File: config.mk
export PLATFORM = sky130hd
export DESIGN_NAME = pipelined_addsub
export DESIGN_NICKNAME = d
export VERILOG_FILES = /design/src/rtl/pipelined_addsub.sv
export SDC_FILE = /design/constraint.sdc
export NUM_CORES = 1
export LEC_CHECK = 0
export CAP_MARGIN = 15
export CORE_MARGIN = 4
export CORE_UTILIZATION = 50
export DETAILED_ROUTE_END_ITERATION = 12
export PLACE_DENSITY = 0.81
export RECOVER_POWER = 50
export SETUP_SLACK_MARGIN = 0.1
export SLEW_MARGIN = 20
export SYNTH_ARGS = -nofsm -noshare
export SYNTH_HDL_FRONTEND = slang
export SYNTH_SLANG_ARGS = --single-unit
File: constraint.sdc
create_clock -name clk -period 2.38 [get_ports clk]
set_input_delay 0.476 -clock clk [delete_from_list [all_inputs] [get_ports clk]]
set_output_delay 0.476 -clock clk [all_outputs]
set_load 0.005 [all_outputs]
File: src/rtl/pipelined_addsub.sv
// Pipelined add/subtract unit with run-time mode select, signed/unsigned extension
// and a carry chain split into registered segments, behind a valid/ready handshake.
module pipelined_addsub #(
    parameter int IN_DATAWIDTH  = 8,
    parameter int OUT_DATAWIDTH = IN_DATAWIDTH + 1,
    parameter int STAGES        = 2,
    parameter int SIGNED        = 1,
    parameter int TAG_WIDTH     = 4
) (
    input  logic                     clk,
    input  logic                     rst,
    input  logic                     in_valid,
    output logic                     in_ready,
    input  logic [IN_DATAWIDTH-1:0]  in1,
    input  logic [IN_DATAWIDTH-1:0]  in2,
    input  logic                     cin,
    input  logic                     sub,
    input  logic [TAG_WIDTH-1:0]     in_tag,
    output logic                     out_valid,
    input  logic                     out_ready,
    output logic [OUT_DATAWIDTH-1:0] sum,
    output logic [TAG_WIDTH-1:0]     out_tag
);

    localparam int W = IN_DATAWIDTH;
    localparam int C = (W + STAGES - 1) / STAGES;

    logic       advance;
    logic [W:0] ext1;
    logic [W:0] ext2;
    logic [W:0] op_a;
    logic [W:0] op_b;
    logic       carry0;

    assign advance  = !out_valid || out_ready;
    assign in_ready = advance;

    // Subtraction reuses the adder: a - b - borrow == a + ~b + ~borrow.
    assign ext1   = (SIGNED != 0) ? {in1[W-1], in1} : {1'b0, in1};
    assign ext2   = (SIGNED != 0) ? {in2[W-1], in2} : {1'b0, in2};
    assign op_a   = ext1;
    assign op_b   = sub ? ~ext2 : ext2;
    assign carry0 = sub ? ~cin : cin;

    for (genvar k = 0; k < STAGES; k++) begin : g_stage
        localparam int LO_RAW = k * C;
        localparam int LO     = (LO_RAW < W) ? LO_RAW : W;
        localparam int HI_RAW = (k + 1) * C;
        localparam int HI     = (k == STAGES - 1) ? W + 1 : ((HI_RAW < W) ? HI_RAW : W);
        localparam int SEG    = HI - LO;

        logic                 valid_in;
        logic [W:0]           a_in;
        logic [W:0]           b_in;
        logic [W:0]           res_in;
        logic                 carry_in;
        logic [TAG_WIDTH-1:0] tag_in;

        logic [W:0]           res_next;
        logic                 carry_out;

        logic                 valid_q;
        logic [W:0]           res_q;
        logic [TAG_WIDTH-1:0] tag_q;
        logic [W:0]           a_q;
        logic [W:0]           b_q;
        logic                 carry_q;

        if (k == 0) begin : g_src_in
            assign valid_in = in_valid;
            assign a_in     = op_a;
            assign b_in     = op_b;
            assign carry_in = carry0;
            assign res_in   = '0;
            assign tag_in   = in_tag;
        end else begin : g_src_prev
            assign valid_in = g_stage[k-1].valid_q;
            assign a_in     = g_stage[k-1].a_q;
            assign b_in     = g_stage[k-1].b_q;
            assign carry_in = g_stage[k-1].carry_q;
            assign res_in   = g_stage[k-1].res_q;
            assign tag_in   = g_stage[k-1].tag_q;
        end

        // A stage can own zero operand bits when C*STAGES overshoots W; it then just forwards the carry.
        if (SEG > 0) begin : g_seg
            logic [SEG:0] seg;

            assign seg = {1'b0, a_in[LO +: SEG]} + {1'b0, b_in[LO +: SEG]} + {{SEG{1'b0}}, carry_in};

            always_comb begin
                res_next               = res_in;
                res_next[LO +: SEG]    = seg[SEG-1:0];
            end

            assign carry_out = seg[SEG];
        end else begin : g_pass
            assign res_next  = res_in;
            assign carry_out = carry_in;
        end

        always_ff @(posedge clk or posedge rst) begin
            if (rst) begin
                valid_q <= 1'b0;
                res_q   <= '0;
                tag_q   <= '0;
            end else if (advance) begin
                valid_q <= valid_in;
                if (valid_in) begin
                    res_q <= res_next;
                    tag_q <= tag_in;
                end
            end
        end

        if (k < STAGES - 1) begin : g_fwd
            always_ff @(posedge clk or posedge rst) begin
                if (rst) begin
                    a_q     <= '0;
                    b_q     <= '0;
                    carry_q <= 1'b0;
                end else if (advance && valid_in) begin
                    a_q     <= a_in;
                    b_q     <= b_in;
                    carry_q <= carry_out;
                end
            end
        end else begin : g_last
            // The final stage drops the carry-out of bit W and the consumed operand bits.
            logic unused_tail;

            assign a_q         = '0;
            assign b_q         = '0;
            assign carry_q     = 1'b0;
            assign unused_tail = ^{a_q, b_q, carry_q, carry_out, a_in, b_in};
        end
    end

    assign out_valid = g_stage[STAGES-1].valid_q;
    assign sum       = g_stage[STAGES-1].res_q;
    assign out_tag   = g_stage[STAGES-1].tag_q;

endmodule
==> impl_metrics.tcl, run 1 <==
set metrics [dict create \
    final_cell_mix "clkdlybuf4s50_1, dfrtp_1, o21ai_0" \
    rsz0062_at_grt "false" \
    finalHoldViolations 0 \
    worstSetupPathType "primary input to primary output" \
    ff2ff_path_depth 6 \
    first_global_vias 1175 \
    place.port_buffers 40 \
    initial_utilization 0.526 \
    synth_fp_nets 160 \
    synth-edff-count 0 \
    drt_iter0_markers 14 \
    die_area_mm2 0.00421 \
    final_cells 217 \
    crit_arrival_ps 1730 \
    hp-start "g_stage[0].res_q[3]" \
    max_cap_violations 0 \
    fp-row-count 20 \
    cts_tree "done" \
    cts-root-buf "clkbuf_4" \
    place_congestion 0.786 \
    slowest_delay_ps 580 \
    dp_worst_setup_slack_ps -175 \
    hold_end "sum[3]" \
    clk_path_buf_depth 2 \
    clk_pin_slew_ps 100 \
    wl_mm 2.93 \
    register_area_um2 801 \
    power.internal_mw 1.37 \
    cp-end-kind "primary output" \
    synthCells 124 \
    cts.sinks 32 \
    timing.reg2reg.setup_slack_ps 690 \
    worstPathMaxFanout 5 \
    final.period_utilization 0.926 \
    clk_latency_ps 330 \
    power.density_mw_per_mm2 883 \
    setup_viol 0 \
    drc 0 \
    leakage_nw 0.951 \
    yosysSeqAreaShare 0.495 \
    syn_area_mm2 0.00162 \
    p_comb_frac 0.365 \
    cp.buffers_inverters 3 \
    synth.distinct_cells 29 \
    cp_slowest_cell "dlygate4sd3_1" \
    wire_per_inst_um 13.5 \
    hold_depth 1 \
    worst_setup_path_start_kind "primary input" \
    ios 41 \
    fin_skew_ps 11.6 \
    syn_to_final_growth_pct 31.6 \
    p_sw_uw 510 \
    viasPerCell 5.04 \
    cts_buffers 5 \
    core_area_mm2 0.00308 \
    antenna_left 0 \
    period_needed_ps 2200 \
    timing.rr.start "g_stage[0].a_q[4]" \
    grt_pass1_wl_mm 5.11 \
    clockPowerShare 0.210 \
    grt_max_degree 33 \
    fmax_mhz 454 \
    relSlewSlack 0.487 \
    fin_nets 208 \
    die_x_um 64.9 \
    timing.critical_path.cells "dlygate4sd3_1 > nor2b_4 > inv_6 > clkdlybuf4s50_1" \
    grt_use_total 0.158 \
    ys.flop_type "dfrtp_1" \
    grt_overflow_total 0 \
    ir_drop_uv 348 \
    status "finished clean" \
    hpwl_mm 2.26 \
    r2r-end "sum[8]" \
    seq_power_share 0.425 \
    multi_input_area_um2 736 \
    nFillCells 246 \
    die_y_um 64.9 \
    min-delay-path-class "flip-flop to flip-flop" \
    worst_pin_slew_ps 769 \
    p_sw_frac 0.271 \
    h-tree-depth 2 \
    mostFrequentLayoutCell "clkdlybuf4s50_1" \
    synth_seq_cells 32 \
    worstPathRequired_ps 1900 \
    dp_cells 208 \
    setup_ws_ps 176 \
    cts_setup_buffers 0 \
    grt_antenna_before_repair 0 \
    async_flop_share 1.00 \
    dr.pass1.iters 4 \
    antenna_cells 0 \
    critPathTopFamily "buffers and inverters" \
    drive_gt1_frac 0.191 \
    cts_hold_buf 0 \
    yosysWarnings 0 \
    cts_resized 0 \
    synth_area_per_cell_um2 13.1 \
    num_vias 1094 \
    slew_violations 0 \
]
## synthesized netlist by cell type (2+ instances only)
master | number | area share
dfrtp_1 | 32 | 0.49
o21ai_0 | 19 | 0.059
mux2_2 | 11 | 0.077
mux2_4 | 8 | 0.074
xor2_1 | 7 | 0.038
ha_1 | 6 | 0.046
inv_1 | 6 | 0.014
a21oi_1 | 4 | 0.012
fa_1 | 4 | 0.049
xnor2_1 | 4 | 0.022
a21boi_0 | 2 | 0.0093
and3b_1 | 2 | 0.011
nand3_1 | 2 | 0.0062
o31ai_1 | 2 | 0.0093
## metal layers
metal / share of wire / vias up / track usage
met4: 0.020 / 0 / 0.0712
met2: 0.50 / 40 / 0.273
met1: 0.41 / 523 / 0.178
met5: 0 / - / 0
met3: 0.070 / 6 / 0.0485
li1: - / 525 / -
## kinds of logic after synthesis
family                   share of synthesized area
multiplexers                                 0.151
AO/OA/AOI/OAI                               0.0981
adder cells (fa/ha/maj)                     0.0958
flip-flops                                   0.495
buffers and inverters                       0.0409
XOR/XNOR                                    0.0595
AND/OR/NAND/NOR                             0.0603
## power by group through the flow
| stage | Clock, mW | Combinational (mW) | Sequential (mW) |
|---|---|---|---|
| floorplan | 0 | 0.362 | 0.808 |
| global placement | 0 | 0.671 | 0.807 |
| detailed placement | 0 | 0.693 | 0.816 |
| CTS | 0.403 | 0.704 | 0.804 |
| global route | 0.429 | 0.753 | 0.824 |
| finish | 0.395 | 0.686 | 0.801 |
## through the flow
| stage | power, mW | hold WS, ps | utilization | cell area [um2] | TNS, ps |
|---|---|---|---|---|---|
| floorplan | 1.17 | 473 | - | 1620 | 0 |
| global placement | 1.48 | 485 | 0.672 | 2070 | -267 |
| detailed placement | 1.51 | 491 | 0.672 | 2070 | -425 |
| CTS | 1.91 | 513 | 0.697 | 2150 | 0 |
| global route | 2.01 | 527 | 0.692 | 2130 | 0 |
| finish | 1.88 | 508 | 0.692 | 2130 | 0 |
## state kept, by name, summed over array words and instances, names as in the netlist
register / flops
g_stage.carry_q: 1
g_stage.tag_q: 4
sum: 9
out_tag: 4
g_stage.res_q: 4
g_stage.a_q: 4
g_stage.b_q: 4
out_valid: 1
g_stage.valid_q: 1
## worst reg2reg max path: cells and delay by family, from the launching register on
family                   cells  cell delay, ps
buffers and inverters        1              60
AO/OA/AOI/OAI                2             340
adder cells (fa/ha/maj)      2             610
flip-flops                   1             390
AND/OR/NAND/NOR              1             160
## how the worst max path moves through the flow
stage	from	to	slack, ps	depth (start not counted)
3_3_place_gp	sub	g_stage[0].carry_q	-110	7
5_1_grt	sub	g_stage[0].res_q[2]	130	7
2_1_floorplan	sub	g_stage[0].carry_q	240	7
4_1_cts	out_ready	in_ready	120	4
6_report	out_ready	in_ready	180	4
3_5_place_dp	sub	g_stage[0].res_q[2]	-170	7
## cell type report
type,count,share of cell area
multi-input cells,81,0.345
repair buffers,45,0.203
inverters,7,0.0147
well taps,44,0.0258
clock buffers,6,0.0194
clock inverters,2,0.0164
flip-flops and latches,32,0.376
No activity file was read; power rests on OpenSTA's default activity.
==> run 2, diff against run 1 <==
--- a/config.mk
+++ b/config.mk
@@ -5,11 +5,10 @@
 export SDC_FILE = /design/constraint.sdc
 export NUM_CORES = 1
 export LEC_CHECK = 0
-export CAP_MARGIN = 15
 export CORE_MARGIN = 4
-export CORE_UTILIZATION = 50
+export CORE_UTILIZATION = 52
 export DETAILED_ROUTE_END_ITERATION = 12
-export PLACE_DENSITY = 0.81
+export PLACE_DENSITY = 0.88
 export RECOVER_POWER = 50
 export SETUP_SLACK_MARGIN = 0.1
 export SLEW_MARGIN = 20
==> impl_metrics.tcl, run 2 (synthesis gave the netlist of run 1 again) <==
set metrics [dict create \
    leakage_nw 0.944 \
    setup_ws_ps 168 \
    grt_pass1_wl_mm 5.73 \
    period_needed_ps 2210 \
    worstSetupPathType "primary input to primary output" \
    syn_to_final_growth_pct 31.1 \
    critPathTopFamily "buffers and inverters" \
    relSlewSlack 0.490 \
    core_area_mm2 0.00288 \
    setup_viol 0 \
    drt_iter0_markers 43 \
    final_cells 214 \
    num_vias 1125 \
    met2WireLength_mm 1.76 \
    die_y_um 63.8 \
    cp.buffers_inverters 3 \
    cp_slowest_cell "dlygate4sd3_1" \
    viasPerCell 5.26 \
    worstPathRequired_ps 1900 \
    fmax_mhz 452 \
    place.port_buffers 40 \
    power.total_mw 1.91 \
    final_cell_mix "clkdlybuf4s50_1, dfrtp_1, o21ai_0" \
    antenna_cells 0 \
    finish.utilization 0.738 \
    slew_violations 0 \
    grt_max_degree 33 \
    clk_latency_ps 330 \
    timing.reg2reg.setup_slack_ps 710 \
    antenna_left 0 \
    finalHoldViolations 0 \
    hp-start "g_stage[0].tag_q[1]" \
    dp_worst_setup_slack_ps -189 \
    cts_buffers 5 \
    initial_utilization 0.563 \
    cts_tree "done" \
    cp-end-kind "primary output" \
    hpwl_mm 2.54 \
    cts.sinks 32 \
    h-tree-depth 2 \
    worst_setup_path_start_kind "primary input" \
    status "finished clean" \
    dr.pass1.iters 4 \
    dp_cells 205 \
    nFillCells 205 \
    timing.critical_path.cells "dlygate4sd3_1 > nor2b_4 > inv_6 > clkdlybuf4s50_1" \
    crit_arrival_ps 1740 \
    route.met3.wl_um 184 \
    ff2ff_path_depth 4 \
    first_global_vias 1298 \
    grt_overflow_total 0 \
    fin_skew_ps 7.30 \
    cts-root-buf "clkbuf_4" \
    worstPathMaxFanout 5 \
    clk_pin_slew_ps 100 \
    drive_gt1_frac 0.198 \
    dr.max_layer_used "met4" \
    slowest_delay_ps 590 \
    die_x_um 63.8 \
    min-delay-path-class "flip-flop to flip-flop" \
    die_area_mm2 0.00407 \
    wl_met1_mm 1.26 \
    r2r-end "g_stage[0].a_q[7]" \
    power.density_mw_per_mm2 900 \
    clk_path_buf_depth 2 \
    timing.rr.start "out_valid" \
    fp-row-count 19 \
    hold_depth 1 \
    largest_reg_flops 9 \
    fin_nets 207 \
    rsz0062_at_grt "false" \
    wire_per_inst_um 15.3 \
    wl_mm 3.28 \
    grt_antenna_before_repair 0 \
    drc 0 \
    ios 41 \
    grt_use_total 0.180 \
    max_cap_violations 0 \
    hold_end "out_tag[1]" \
    mostFrequentLayoutCell "clkdlybuf4s50_1" \
    cts_hold_buf 0 \
    place_congestion 0.782 \
    ir_drop_uv 549 \
    worst_pin_slew_ps 764 \
    final.period_utilization 0.929 \
]
==> run 2: cell types whose count changed in the layout (fill, tap and decap cells not counted) <==
| cell | before | now |
|---|---|---|
| nand2_1 | 2 | 3 |
| fa_2 | 0 | 1 |
| fa_1 | 4 | 3 |
| clkinvlp_4 | 0 | 1 |
| nand2_4 | 1 | 0 |
| clkbuf_1 | 2 | 0 |
==> run 2: area by class of cell <==
cell class	instances	area [um2]	share of cell area
Sequential cell	32	801	0.377
Multi-Input combinational cell	81	731	0.344
Timing Repair Buffer	44	428	0.202
Tap cell	42	52.6	0.0247
Clock inverter	3	42.5	0.0200
Clock buffer	5	37.5	0.0177
Inverter	7	31.3	0.0147
==> run 2: how the worst max path moves through the flow <==
stage / from / endpoint / cells past startpoint
global placement: sub / g_stage[0].carry_q / 7
CTS: sub / g_stage[0].res_q[2] / 7
detailed placement: sub / g_stage[0].res_q[2] / 7
floorplan: sub / g_stage[0].carry_q / 7
finish: out_ready / in_ready / 4
global route: out_ready / in_ready / 4
==> run 2: worst register-to-register path: stages (launching register included) <==
cell and delay (ps):
dfrtp_1 370, nor2b_4 200, inv_6 50, nand2_1 530, mux2_2 420
==> run 2: what timing repair did <==
item                       CTS  global route
pin swaps                    0             0
resized for setup            0             1
setup endpoints to repair    1             2
setup buffers                1             0
==> run 2: routing by layer <==
layer | track usage | vias up
met5 | 0 | -
met4 | 0.0836 | 0
met3 | 0.0403 | 10
met2 | 0.335 | 47
met1 | 0.192 | 546
li1 | - | 522
==> run 2: through the flow <==
stage | TNS, ps | hold WS [ps] | cell area, um2
after global routing | 0 | 539 | 2120
after CTS | 0 | 516 | 2150
after detailed placement | -460 | 493 | 2060
after floorplan | 0 | 473 | 1620
after global placement | -195 | 481 | 2060
final | 0 | 515 | 2120
==> run 2: power by group <==
part           switching, mW  internal (mW)  leakage (nW)
clock network          0.191          0.219        0.0412
logic                  0.250          0.442         0.522
registers             0.0973          0.711         0.381
total                  0.538           1.37         0.944
